[src/rtl/booth_multiplier.sv]
// Sequential radix-2 Booth multiplier: reset loads x/y, then one Booth step per clk; product registered on step WIDTH.
// Optional BOOTH_MULT_DONE_EN adds a 'done' flag that is high from the product-write edge until the next reset.
module booth_multiplier #(
    parameter int WIDTH = 6
) (
    input  logic                      clk,
    input  logic                      reset,
    input  logic signed [WIDTH-1:0]   x,
    input  logic signed [WIDTH-1:0]   y,
`ifdef BOOTH_MULT_DONE_EN
    output logic signed [2*WIDTH-1:0] product,
    output logic                      done
`else
    output logic signed [2*WIDTH-1:0] product
`endif
);

    localparam int CW = $clog2(WIDTH + 1);
    localparam logic [CW-1:0] LAST = CW'(WIDTH - 1);

    logic [WIDTH:0]     a_q, a_d;
    logic [WIDTH-1:0]   q_q, q_d;
    logic               q1_q, q1_d;
    logic [WIDTH:0]     m_q;
    logic [CW-1:0]      cnt_q, cnt_d;
    logic               busy_q, busy_d;
    logic [2*WIDTH-1:0] prod_q, prod_d;

    logic [WIDTH:0]       sum;
    logic [2*WIDTH+1:0]   shifted;

    // Add/subtract selected by the current and previous multiplier bits, then
    // arithmetic shift of the whole {A,Q,Q_1} register.
    always_comb begin
        sum = a_q;
        case ({q_q[0], q1_q})
            2'b01:   sum = a_q + m_q;
            2'b10:   sum = a_q - m_q;
            default: sum = a_q;
        endcase
        shifted = {sum[WIDTH], sum, q_q};
    end

    always_comb begin
        a_d    = a_q;
        q_d    = q_q;
        q1_d   = q1_q;
        cnt_d  = cnt_q;
        busy_d = busy_q;
        prod_d = prod_q;
        if (busy_q) begin
            a_d   = shifted[2*WIDTH+1:WIDTH+1];
            q_d   = shifted[WIDTH:1];
            q1_d  = shifted[0];
            cnt_d = cnt_q + CW'(1);
            if (cnt_q == LAST) begin
                prod_d = {shifted[2*WIDTH:WIDTH+1], shifted[WIDTH:1]};
                busy_d = 1'b0;
            end
        end
    end

    always_ff @(posedge clk) begin
        if (reset) begin
            a_q    <= '0;
            q_q    <= y;
            q1_q   <= 1'b0;
            m_q    <= {x[WIDTH-1], x};
            cnt_q  <= '0;
            busy_q <= 1'b1;
            prod_q <= '0;
        end else begin
            a_q    <= a_d;
            q_q    <= q_d;
            q1_q   <= q1_d;
            cnt_q  <= cnt_d;
            busy_q <= busy_d;
            prod_q <= prod_d;
        end
    end

    assign product = prod_q;

`ifdef BOOTH_MULT_DONE_EN
    logic done_q;

    always_ff @(posedge clk) begin
        if (reset) begin
            done_q <= 1'b0;
        end else if (busy_q && cnt_q == LAST) begin
            done_q <= 1'b1;
        end
    end

    assign done = done_q;
`endif

endmodule

[config.mk]
export PLATFORM = sky130hd
export DESIGN_NAME = booth_multiplier
export DESIGN_NICKNAME = d
export VERILOG_FILES = /design/src/rtl/booth_multiplier.sv
export SDC_FILE = /design/constraint.sdc
export NUM_CORES = 1
export LEC_CHECK = 0
export CORE_MARGIN = 1
export CORE_UTILIZATION = 40
export DETAILED_ROUTE_END_ITERATION = 10
export PLACE_DENSITY = 0.66
export SYNTH_ARGS = -nofsm -noshare
export SYNTH_HDL_FRONTEND = slang
export SYNTH_SLANG_ARGS = --single-unit
export TNS_END_PERCENT = 30
[constraint.sdc]
create_clock -name clk -period 5.44 [get_ports clk]
set_input_delay 0.816 -clock clk [delete_from_list [all_inputs] [get_ports clk]]
set_output_delay 0.816 -clock clk [all_outputs]
set_load 0.01 [all_outputs]
* Word-level counts from Yosys, hierarchy flattened
Cells that the tools add are included.
** Word-level totals
- Register bits after elaboration :: 35
- Bits of input ports :: 14
- Output and inout bits :: 12
- Word-level logic and storage cells :: 20
** Cells by class
- $add $sub $neg :: 3
- Equal/unequal tests :: 3
- Multiplexer cells :: 5
- Reductions and logical operators :: 2
** Operator list (number)
- 7-bit case mux with 2 select lines :: 1
- 6-bit 2-to-1 mux :: 2
- 6-bit by 6-bit adder with 7-bit output :: 1
- 6-bit by 6-bit subtractor with 7-bit output :: 1
- 3-bit by 1-bit adder with 3-bit output (second input constant) :: 1
- 3-bit == test (second input constant) :: 1
- 2-bit by 1-bit == test with 1-bit output (second input constant) :: 1
- 2-bit == test (second input constant) :: 1
- 1-bit 2-to-1 mux :: 2
- 2-bit AND reduction :: 1
- 2-bit nonzero test :: 1

* Longest topological paths before layout
Gate-level depths: netlist of the first run.
- Depth in word-level cells :: 4
- Mapped depth :: 11
- Mapped depth without buffers :: 10

* Worst setup path before layout of the first run
Ideal clock, no wire load.
- Path kind :: reg-to-reg
- Start point :: register q_q[0]
- End point :: register, netlist name a_q[5]
- Library setup time :: 0.072 ns
- Arrival time :: 2.109 ns
- Data required time :: 5.368 ns
- Path slack :: 3.259 ns
- Cell stages (with the launch flop) :: 11
- Path buffers :: 1
- Clock period less this slack :: 2.181 ns
- Cell sequence :: edfxtp_1 -> ha_1 -> clkbuf_1 -> a21oi_1 -> xnor2_1 -> ha_1 -> a21o_1 -> a31oi_1 -> a21oi_1 -> o211ai_2 -> mux2i_1
** Between the ends
- Longest elaborated chain between the ends :: 2
- Elaborated cells on any way between the ends :: 3
- Classes of those cells :: eq/ne (2); mux (1)
** RTL lines
- from (decl) :: line 22 : logic [WIDTH-1:0] q_q, q_d;
- from (signal assigned) :: line 66 : q_q <= y;
- from (signal assigned) :: line 74 : q_q <= q_d;
- 2-bit == test / 2-bit by 1-bit == test with 1-bit output (equally long branches) :: line 36 : case ({q_q[0], q1_q})
- 7-bit case mux with 2 select lines * :: line 36
Every way passes the cells marked *; elsewhere a longest branch is shown, timed or not.
A chain may end at the register's enable or synchronous reset.

==> flow_summary_export.csv, run 1 <==
group,metric,value,unit
sta,report.final.setup_viol,0,
sta,hold_violations,0,
yosys,synthDominantAreaCellType,"sky130_fd_sc_hd__dfxtp_1",
hold_path,worst_hold_path.endpoint,"product[4]",
sta,timing.hold.ws,0.4629,ns
routing,drt_first_iter_violations,43,
grt,met1_track_usage_gr,20.04,%
yosys,synthFlopType,"sky130_fd_sc_hd__dfxtp_1",
grt,grt_antenna_before_repair,0,
yosys,synth_xor_area_share,3.972,%
yosys,cells_taking_the_most_area_after_synthesis,"sky130_fd_sc_hd__dfxtp_1 (26%), sky130_fd_sc_hd__edfxtp_1 (20%), sky130_fd_sc_hd__ha_1 (7.1%)",
routing,dr.pass1.iters,4,
power_and_ir_drop,worst_supply_voltage_drop_on_vdd,224.3,µV
yosys,area_fraction_in_compound_gates_after_synthesis,13.76,%
die,io-pin-count,26,
yosys,ys_ff_latch,35,
yosys,post_synth_inst_count,180,
final_layout,multiInputGateArea,865.8,µm²
final_layout,antennaDiodeCount,0,
die,die-area,0.004680,mm²
grt,grt-busiest-layer,"met2",
die,num_rows,23,
cts,cts_hold_buffers,0,
yosys,synth.net_count,205,
sta,fmax,408.9,MHz
setup_path,r2r-end,"a_q[5]",
die,initial_core_util,42.87,%
setup_path,crit_path_kind,"input pin to register",
setup_path,rr_worst_depth,9,
hold_path,hold_path_startpoint,"product[4]",
routing,route.detailed.vias_per_inst,5.231,
setup_path,arrival,2.62,ns
run_status,status,"complete, no violations",
final_layout,fillers,381,
yosys,synthSimpleGateAreaFrac,15.32,%
sta,clock-skew-final,0.005798,ns
routing,final_antenna_violating_net_count,0,
grt,grt_max_degree,20,
sta,relSlewSlack,49.81,%
hold_path,worst_min_path_class,"register to register",
placement,hpwlAfterDp,2.627,mm
grt,grt_first_pass_wirelength,5.865,mm
hold_path,min_path_cells,2,
yosys,yosys.area_share.adder,8.227,%
cts,clock_tree.root_cell,"sky130_fd_sc_hd__clkbuf_8",
job,maxCapViolations,0,
die,placeableCoreArea,0.004115,mm²
cts,cts_resized,0,
grt,grt_pass1_vias,1308,
cts,cts_buffers,5,
die,fp.dieW,68.41,µm
final_layout,drive_gt1_share,10.24,%
routing,wirelength_per_cell,13.71,µm
final_layout,non_filler_instance_count_after_layout,255,
placement,number_of_input_and_output_port_buffers_inserted,25,
final_layout,final_design_area_no_fill,0.002130,mm²
sta,slew_violations,0,
sta,final_min_period_over_clock_period,44.96,%
yosys,yosys-mux-area-fraction,7.801,%
yosys,warnings_synthesis,0,
final_layout,design.final.nets,229,
yosys,synth_top_area_share,26.10,%
sta,setup_repair_after_global_routing_missed_its_margin,"false",
grt,groute.layer.met3.usage,5.167,%
placement,weighted_congestion_at_the_end_of_routability_driven_global_placement,0.8473,
yosys,synth_sequential_area_ratio,46.52,%
yosys,synth_async_sr_flop_share,0,%
yosys,synth.avg_cell_area,9.801,µm²
yosys,synth_edf_count,12,
cts,cts_buffer_depth,2,
cts,cts_num_sinks,35,
setup_path,critPathCaptureType,"register",
setup_path,startpoint_class_of_the_critical_path,"input pin",
placement,placedCellCount,247,
routing,vias,1334,
grt,gr-total-overflow,0,
cts,h-tree-depth,2,
placement,place_area,0.002044,mm²
yosys,synth_top_family_by_area,"simple AND/OR/NAND/NOR gates",
sta,tightestPinTransition,0.7505,ns
grt,gr-usage-met2,30.51,%
power_and_ir_drop,p_per_area,375.7,mW/mm²
setup_path,worst-path-max-fanout,19,
cts,cts_tree,"built",
cts,cts.clk_slew.worst_paths,0.07,ns
routing,routed_wirelength,3.497,mm
die,height_of_the_die,68.41,µm
power_and_ir_drop,power.static_leakage,0.8284,nW
routing,drc,0,
yosys,synthesis.area,0.001764,mm²
grt,grt_util_all_layers,17.67,%
final_layout,layout.area.seq,820.8,µm²
setup_path,r2r_start,"q_q[0]",
setup_path,cp.required,5.62,ns
setup_path,reg2reg_setup_slack,3.08,ns
yosys,post_synth_num_cell_types,43,
sta,min_period,2.446,ns
sta,totalNegativeSetupSlack,0,ns
final_layout,areaGrowthSynthToFinish,20.71,%
cts,clk_latency,0.28,ns
cts,post_cts_buffers,0,
-- cells in the final DEF, fill, tap and decap left out, types with 3 or more instances in the layout --
cell                              count
sky130_fd_sc_hd__o21ai_0              5
sky130_fd_sc_hd__a21o_1               3
sky130_fd_sc_hd__xnor2_1              7
sky130_fd_sc_hd__inv_1                9
sky130_fd_sc_hd__mux2i_1              7
sky130_fd_sc_hd__edfxtp_1            12
sky130_fd_sc_hd__nor2_1              15
sky130_fd_sc_hd__nor3_1               4
sky130_fd_sc_hd__clkdlybuf4s50_1     25
sky130_fd_sc_hd__ha_1                10
sky130_fd_sc_hd__clkbuf_8             5
sky130_fd_sc_hd__mux2_2               6
sky130_fd_sc_hd__nand2_1             21
sky130_fd_sc_hd__a21oi_1             14
sky130_fd_sc_hd__a211oi_1             5
sky130_fd_sc_hd__dfxtp_1             23
-- registers in the layout (all words and copies together) (netlist names) --
name,count
q_q,6
q1_q,1
cnt_q,3
product,12
busy_q,1
m_q,6
a_q,6
-- worst max-delay path, stage by stage --
cell,delay [ns]
sky130_fd_sc_hd__clkdlybuf4s50_1,0.95
sky130_fd_sc_hd__buf_4,0.35
sky130_fd_sc_hd__inv_1,0.15
sky130_fd_sc_hd__nand2_1,0.12
sky130_fd_sc_hd__nor4_1,0.05
sky130_fd_sc_hd__nand3b_1,0.17
-- per-layer routing --
layer	share of wire, %	vias to the layer above
met3	3.3	6
met4	1.8	0
met2	49	24
met1	46	623
met5	0	-
li1	-	681
-- worst max path at each step --
stage,cells after the start,end,start
floorplan,10,a_q[5],q_q[0]
global placement,6,product[11],reset
detailed placement,6,product[11],reset
CTS,6,product[11],reset
global route,6,product[11],reset
finish,6,product[11],reset
-- area by class of cell --
| class | count | area share [%] |
|---|---|---|
| clock inverter | 2 | 0.5875 |
| inverter | 10 | 1.763 |
| sequential | 35 | 38.54 |
| clock buffer | 6 | 3.408 |
| timing repair buffer | 26 | 12.10 |
| tap | 50 | 2.938 |
| multi-input combinational | 126 | 40.66 |
-- per-stage QoR --
| step | util [%] | worst slack (ns) | total power, mW |
|---|---|---|---|
| 2_1_floorplan | - | 3.259 | 0.5531 |
| 3_3_place_gp | 49.68 | 2.761 | 0.6087 |
| 3_5_place_dp | 49.68 | 2.673 | 0.6222 |
| 4_1_cts | 51.75 | 2.979 | 0.8068 |
| 5_1_grt | 51.75 | 2.885 | 0.8557 |
| 6_report | 51.75 | 2.994 | 0.8000 |
-- cells in the mapped netlist (2+ instances only) --
library cell,n
sky130_fd_sc_hd__or2_2,2
sky130_fd_sc_hd__nor3_1,4
sky130_fd_sc_hd__a21oi_1,14
sky130_fd_sc_hd__a31oi_1,2
sky130_fd_sc_hd__clkbuf_1,5
sky130_fd_sc_hd__buf_2,2
sky130_fd_sc_hd__mux2_2,6
sky130_fd_sc_hd__edfxtp_1,12
sky130_fd_sc_hd__mux2i_1,7
sky130_fd_sc_hd__xnor2_1,7
sky130_fd_sc_hd__nand3b_1,2
sky130_fd_sc_hd__ha_1,10
sky130_fd_sc_hd__nor4_1,2
sky130_fd_sc_hd__nand3_1,2
sky130_fd_sc_hd__inv_1,9
sky130_fd_sc_hd__o21ai_0,5
sky130_fd_sc_hd__a211oi_1,5
sky130_fd_sc_hd__a21o_1,3
sky130_fd_sc_hd__nor2_1,15
sky130_fd_sc_hd__dfxtp_1,23
sky130_fd_sc_hd__nand2_1,21
-- power by group --
part	internal [mW]	switching [mW]	total (mW)
Sequential	0.309	0.0318	0.341
Clock	0.0894	0.0927	0.182
Combinational	0.135	0.143	0.277
Total	0.533	0.267	0.800
-- logic make-up (layout without fill, tap and decap cells) --
| family | after synthesis | in the layout |
|---|---|---|
| fa+ha+maj | 11 | 11 |
| xor+xnor | 8 | 8 |
| buf+inv | 19 | 44 |
| compound gates | 38 | 38 |
| mux | 13 | 13 |
| simple gates | 56 | 56 |
| flops | 35 | 35 |
No activity file was read; power rests on OpenSTA's default activity.
==> run 2: changes to the inputs <==
==> constraint.sdc (replaced) <==
create_clock -name clk -period 2.45 [get_ports clk]
set_input_delay 0.3675 -clock clk [delete_from_list [all_inputs] [get_ports clk]]
set_output_delay 0.3675 -clock clk [all_outputs]
set_load 0.01 [all_outputs]
==> run 2 against run 1 <==
  * Total power rose by 140%
  * Clock skew rose by 0.0016 ns
  * Register-to-register slack got worse by 2.9 ns
  * Via count rose by 1.5%
  * Flip-flop and latch count did not move
  * Global-route usage fell by 0.093 points
  * Wire length rose by 3.7%
  * Largest power group unchanged
  * Utilization rose by 2.4 points
  * Cell area rose by 4.6%
  * Sequential power rose by 120%
  * Non-clock buffer count rose by 5
==> flow_summary_export.csv, run 2 (synthesized netlist as in run 1, its figures left out) <==
group,metric,value,unit
run_status,status,"complete, no violations",
setup_path,reg2reg_setup_slack,0.14,ns
sta,relSlewSlack,62.31,%
setup_path,startpoint_class_of_the_critical_path,"register",
sta,fmax,433.3,MHz
routing,vias,1354,
cts,cts.clk_slew.worst_paths,0.08,ns
grt,grt_max_degree,21,
cts,cts_num_sinks,35,
cts,clk_latency,0.29,ns
routing,dr.pass1.iters,4,
power_and_ir_drop,p_per_area,857.2,mW/mm²
die,io-pin-count,26,
sta,tightestPinTransition,0.5638,ns
grt,grt_pass1_vias,1333,
sta,finalWorstSetupSlack,0.1420,ns
final_layout,most_common_cell_after_layout_fill_and_taps_aside,"sky130_fd_sc_hd__clkdlybuf4s50_1",
placement,number_of_input_and_output_port_buffers_inserted,25,
setup_path,crit_path_max_incr_delay,0.45,ns
sta,timing.hold.ws,0.4589,ns
sta,totalNegativeSetupSlack,0,ns
setup_path,critPathLaunch,"m_q[0]",
setup_path,cp_cell_sequence,"inv_1, ha_1, mux2i_4, fa_1, a21o_1, a21oi_1, xnor2_1, mux2i_1, a211oi_2",
grt,grt_antenna_before_repair,0,
final_layout,multiInputGateArea,904.6,µm²
setup_path,r2r-end,"a_q[3]",
die,initial_core_util,42.87,%
setup_path,cp.buffers_inverters,1,
final_layout,antennaDiodeCount,0,
final_layout,drive_gt1_share,15.71,%
grt,grt_first_pass_wirelength,5.892,mm
sta,clock-skew-final,0.007364,ns
cts,h-tree-depth,2,
die,die-area,0.004680,mm²
final_layout,non_filler_instance_count_after_layout,260,
cts,cts_buffer_depth,2,
final_layout,mostFrequentLayoutCells,"sky130_fd_sc_hd__clkdlybuf4s50_1 (25), sky130_fd_sc_hd__dfxtp_1 (23), sky130_fd_sc_hd__nand2_1 (21)",
die,height_of_the_die,68.41,µm
placement,placedCellCount,250,
final_layout,areaGrowthSynthToFinish,26.24,%
die,placeableCoreArea,0.004115,mm²
sta,slew_violations,0,
cts,clock_tree.root_cell,"sky130_fd_sc_hd__clkbuf_8",
routing,route.detailed.vias_per_inst,5.208,
setup_path,cp.required,2.67,ns
final_layout,fillers,353,
final_layout,layout.area.seq,820.8,µm²
final_layout,largest_register_ff_count,12,
power_and_ir_drop,share_comb_of_total_power,34.9,%
job,maxCapViolations,0,
hold_path,worst_min_path_class,"register to register",
setup_path,arrival,2.53,ns
sta,min_period,2.308,ns
sta,final_min_period_over_clock_period,94.21,%
setup_path,cp_num_cells,9,
die,fp.dieW,68.41,µm
power_and_ir_drop,part_of_the_power_in_registers,39.6,%
setup_path,crit_slowest_cell,"sky130_fd_sc_hd__fa_1",
power_and_ir_drop,share_clk_of_total_power,25.5,%
placement,place_worst_setup_slack,0.1346,ns
power_and_ir_drop,power.net_switching,0.6350,mW
setup_path,critPathCaptureType,"register",
placement,weighted_congestion_at_the_end_of_routability_driven_global_placement,0.8890,
setup_path,crit_path_kind,"register to register",
setup_path,crit_family,"adder cells",
power_and_ir_drop,power.static_leakage,0.8658,nW
placement,hpwlAfterDp,2.677,mm
setup_path,r2r_start,"m_q[0]",
routing,final_antenna_violating_net_count,0,
grt,grt_util_all_layers,17.57,%
sta,setup_repair_after_global_routing_missed_its_margin,"false",
routing,routed_wirelength,3.626,mm
power_and_ir_drop,power.switching_fraction,33.26,%
setup_path,rr_worst_depth,9,
setup_path,worst-path-max-fanout,4,
cts,cts_tree,"built",
routing,drt_first_iter_violations,75,
power_and_ir_drop,worst_supply_voltage_drop_on_vdd,453.8,µV
sta,report.final.setup_viol,0,
cts,cts_hold_buffers,0,
sta,hold_violations,0,
routing,wirelength_per_cell,13.95,µm
routing,drc,0,
setup_path,setup.worst_path.end,"a_q[3]",
power_and_ir_drop,internal_power,1.274,mW
grt,gr-total-overflow,0,
final_layout,final_core_util,54.12,%
final_layout,design.final.nets,234,
die,num_rows,23,
cts,cts_buffers,5,
[run 2: cell types whose count changed in the layout (fill, tap and decap cells not counted), moves of 2 or more]
cell and change:
sky130_fd_sc_hd__ha_2 +2, sky130_fd_sc_hd__a211oi_2 +2, sky130_fd_sc_hd__a211oi_1 -2, sky130_fd_sc_hd__buf_4 +5, sky130_fd_sc_hd__ha_1 -2
[run 2: worst register-to-register path, cell delays in order (launching register included)]
cell                       delay, ns
sky130_fd_sc_hd__edfxtp_1       0.43
sky130_fd_sc_hd__inv_1          0.06
sky130_fd_sc_hd__ha_1           0.31
sky130_fd_sc_hd__mux2i_4        0.08
sky130_fd_sc_hd__fa_1           0.45
sky130_fd_sc_hd__a21o_1         0.21
sky130_fd_sc_hd__a21oi_1        0.17
sky130_fd_sc_hd__xnor2_1        0.15
sky130_fd_sc_hd__mux2i_1        0.14
sky130_fd_sc_hd__a211oi_2       0.22
[run 2: stage by stage]
step           power, mW  instance area [µm²]
6_report           1.909                 2227
3_5_place_dp       1.390                 2067
3_3_place_gp       1.363                 2067
4_1_cts            1.879                 2173
5_1_grt            2.019                 2227
2_1_floorplan      1.228                 1764
[run 2: metal layers]
layer,track usage (%),part of all wire (%),wire length (µm)
met2,28.92,49,1794
met4,10.94,2.0,71
met1,20.39,46,1652
met3,4.167,3.0,107
met5,0,0,0
[run 2: timing repair]
action                                 CTS  global route
setup buffers                            0             2
endpoints found under the hold margin    0             0
setup endpoints to repair                0             5
resized for setup                        0             8
[run 2: worst min path at each step]
stage,from,cells after the start,to
6_report,product[3],2,product[3]
5_1_grt,product[4],2,product[4]
4_1_cts,product[3],2,product[3]
3_5_place_dp,product[4],2,product[4]
3_3_place_gp,product[3],2,product[3]
2_1_floorplan,q1_q,2,q1_q
[run 2: area by class of cell]
cell class              instances  share of cell area (%)
well taps                      50                   2.809
repair buffers                 31                   13.26
multi-input cells             126                   40.62
flip-flops and latches         35                   36.85
clock inverters                 2                  0.5618
inverters                      10                   1.685
clock buffers                   6                   4.213
[run 2: power by group through the flow]
| stage | sequential, mW | combinational (mW) | clock [mW] |
|---|---|---|---|
| 3_5_place_dp | 0.768 | 0.622 | 0 |
| 4_1_cts | 0.754 | 0.628 | 0.497 |
| 5_1_grt | 0.768 | 0.735 | 0.516 |
| 6_report | 0.756 | 0.667 | 0.486 |
| 2_1_floorplan | 0.748 | 0.480 | 0 |
| 3_3_place_gp | 0.763 | 0.600 | 0 |
==> run 3: changes to the inputs <==
--- a/config.mk
+++ b/config.mk
@@ -5,7 +5,6 @@
 export SDC_FILE = /design/constraint.sdc
 export NUM_CORES = 1
 export LEC_CHECK = 0
-export CORE_MARGIN = 1
 export CORE_UTILIZATION = 40
 export DETAILED_ROUTE_END_ITERATION = 10
 export PLACE_DENSITY = 0.66
==> results of run 3 <==
Final layout, timing and power as in run 2 (identical DEF).
==> patch, RTL diff (settings of run 2) <==
Add an input register stage for `x` and `y`, without a reset; this delays them by one clock. Comments in the files are not updated.
--- a/src/rtl/booth_multiplier.sv
+++ b/src/rtl/booth_multiplier.sv
@@ -18,4 +18,12 @@
     localparam int CW = $clog2(WIDTH + 1);
     localparam logic [CW-1:0] LAST = CW'(WIDTH - 1);
+
+    logic signed [WIDTH-1:0] x_q;
+    logic signed [WIDTH-1:0] y_q;
+
+    always_ff @(posedge clk) begin
+        x_q <= x;
+        y_q <= y;
+    end
 
     logic [WIDTH:0]     a_q, a_d;
@@ -64,7 +72,7 @@
         if (reset) begin
             a_q    <= '0;
-            q_q    <= y;
+            q_q    <= y_q;
             q1_q   <= 1'b0;
-            m_q    <= {x[WIDTH-1], x};
+            m_q    <= {x_q[WIDTH-1], x_q};
             cnt_q  <= '0;
             busy_q <= 1'b1;
Behaviour: not the same (a bounded check fails within 10 cycles, from zero or initial values and one cycle with reset high).
==> patch against run 2 <==
Area after synthesis rose by 14%; highest routed layer unchanged; worst setup slack lost 62 ps; sequential power up 26%; die area increased by 13%; routed wire length decreased by 4.9%; power increased by 9.8%; design area rose by 12%; sequential cell count is 12 higher; count of clock-buffer cells in the layout is 1 higher; critical path type unchanged.
==> patch: results (changes against run 2) <==
| Metric | Value |
|---|---|
| Status | `complete, no violations` |
| Global-route wire length before repair | `5.87 mm (-0.46%)` |
| Setup ws final | `80.0 ps (-62.0 ps)` |
| Final-layout fill cell count | `440 (+25%)` |
| Met1 global-route usage | `19.2% (-1.2 points)` |
| Worst Tran Pin Value | `621 ps (+57.0 ps)` |
| Slowest cell on the critical path | `edfxtp_1` |
| Placed cells | `274 (+9.6%)` |
| Synth Net Count | `214 (+4.4%)` |
| Worst Hold Launch | `x_q[5]$_DFF_P_` |
| Skew final | `7.25 ps (-0.116 ps)` |
| Crit path to | `product[11]$_SDFFE_PP0P_` |
| Sequential-to-total area share from yosys stat | `52.9% (+6.4 points)` |
| Worst-path maximum fanout | `7 (+3)` |
| DRT met1 WL | `1.69 mm (+2.0%)` |
| Met2 WL | `1.63 mm (-9.4%)` |
| Place WS | `118 ps (-17.1 ps)` |
| DR WL met3 | `120 um (+12%)` |
| Crit path largest cell delay | `430 ps (-20 ps)` |
| Final Non-Filler Cells | `287 (+10%)` |
| H-tree depth | `2 (unchanged)` |
| Vias | `1410 (+4.1%)` |
| Detailed Route Iter0 Violations | `61 (-19%)` |
| Hold Path Stages | `0 (-2)` |
| Largest net degree at the start of global routing | `41 (+95%)` |
| Hold Path End | `m_q[5]$_DFFE_PP_` |
| Nets | `244 (+4.3%)` |
| GRT met2 Usage | `22.6% (-6.3 points)` |
| Synth unique cells | `44 (+2.3%)` |
| Synth area leaders | `dfxtp_1 35%, edfxtp_1 18%, ha_1 6.2%, mux2i_1 3.5%, nand2_1 3.2%` |
| Final hold slack | `407 ps (-51.7 ps)` |
| Commonest cells in the netlist | `35 x dfxtp_1, 17 x nand2_1, 17 x nor2_1, 12 x a21oi_1, 12 x edfxtp_1` |
| Static Leak | `0.955 nW (+10%)` |
| Peak VDD IR | `382 uV (-16%)` |
| Reg-to-Reg End | `product[11]$_SDFFE_PP0P_` |
| Wire per inst | `12.0 um (-14%)` |
| Register-to-register setup slack | `80 ps (-60 ps)` |
| Layout cells sized above 1 | `13.6% (-2.1 points)` |
| Critical Path AT | `2610 ps (+80 ps)` |
| Post-DP HPWL | `2.33 mm (-13%)` |
| GR Layer Usage met3 | `4.28% (+0.12 points)` |
patch: cell count changes after synthesis, sizes merged, moves of 2 or more:
cell,delta
a211oi,+3
a21oi,-2
dfxtp,+12
nand2,-4
nor2,+2
o21ai,-2
patch: timing repair:
item                                    4_1_cts  5_1_grt
resized for setup                             0        5
buffers inserted                              0        5
endpoints found under the setup margin        0        7
patch: power by group:
| group | switching, mW | internal, mW | total (mW) |
|---|---|---|---|
| sequential | 0.0660 | 0.886 | 0.952 |
| clock | 0.241 | 0.305 | 0.546 |
| combinational | 0.295 | 0.303 | 0.599 |
| total | 0.602 | 1.49 | 2.10 |
patch: cell type report:
cell class / count / area share [%]
flip-flops and latches: 47 / 42.6
well taps: 67 / 3.37
clock buffers: 7 / 3.07
multi-input cells: 124 / 35.7
clock inverters: 1 / 1.21
repair buffers: 32 / 12.7
inverters: 9 / 1.36
patch: worst reg2reg max path, cell delays in order, from the launching register on:
cell and delay [ps]:
edfxtp_1 430, buf_4 160, nor3_1 150, a21oi_1 110, xnor2_1 180, ha_2 350
a21o_1 190, a31oi_1 190, a21oi_1 150, nor4_1 270, nand3b_1 140
patch: through the flow:
step                      area, um^2  setup TNS, ps  utilization, %
after floorplan                 2000              0               -
after global placement          2330              0            48.7
after detailed placement        2330              0            48.7
after CTS                       2440              0            50.9
after global routing            2490           -117            52.0
final                           2490              0            52.0
patch: cell families after synthesis:
group / Yosys count / synth area share, %
fa+ha+maj: 11 / 7.24
flops: 47 / 52.9
buf+inv: 18 / 3.43
simple gates: 55 / 13.7
compound gates: 37 / 12.4
mux: 13 / 6.87
xor+xnor: 8 / 3.50
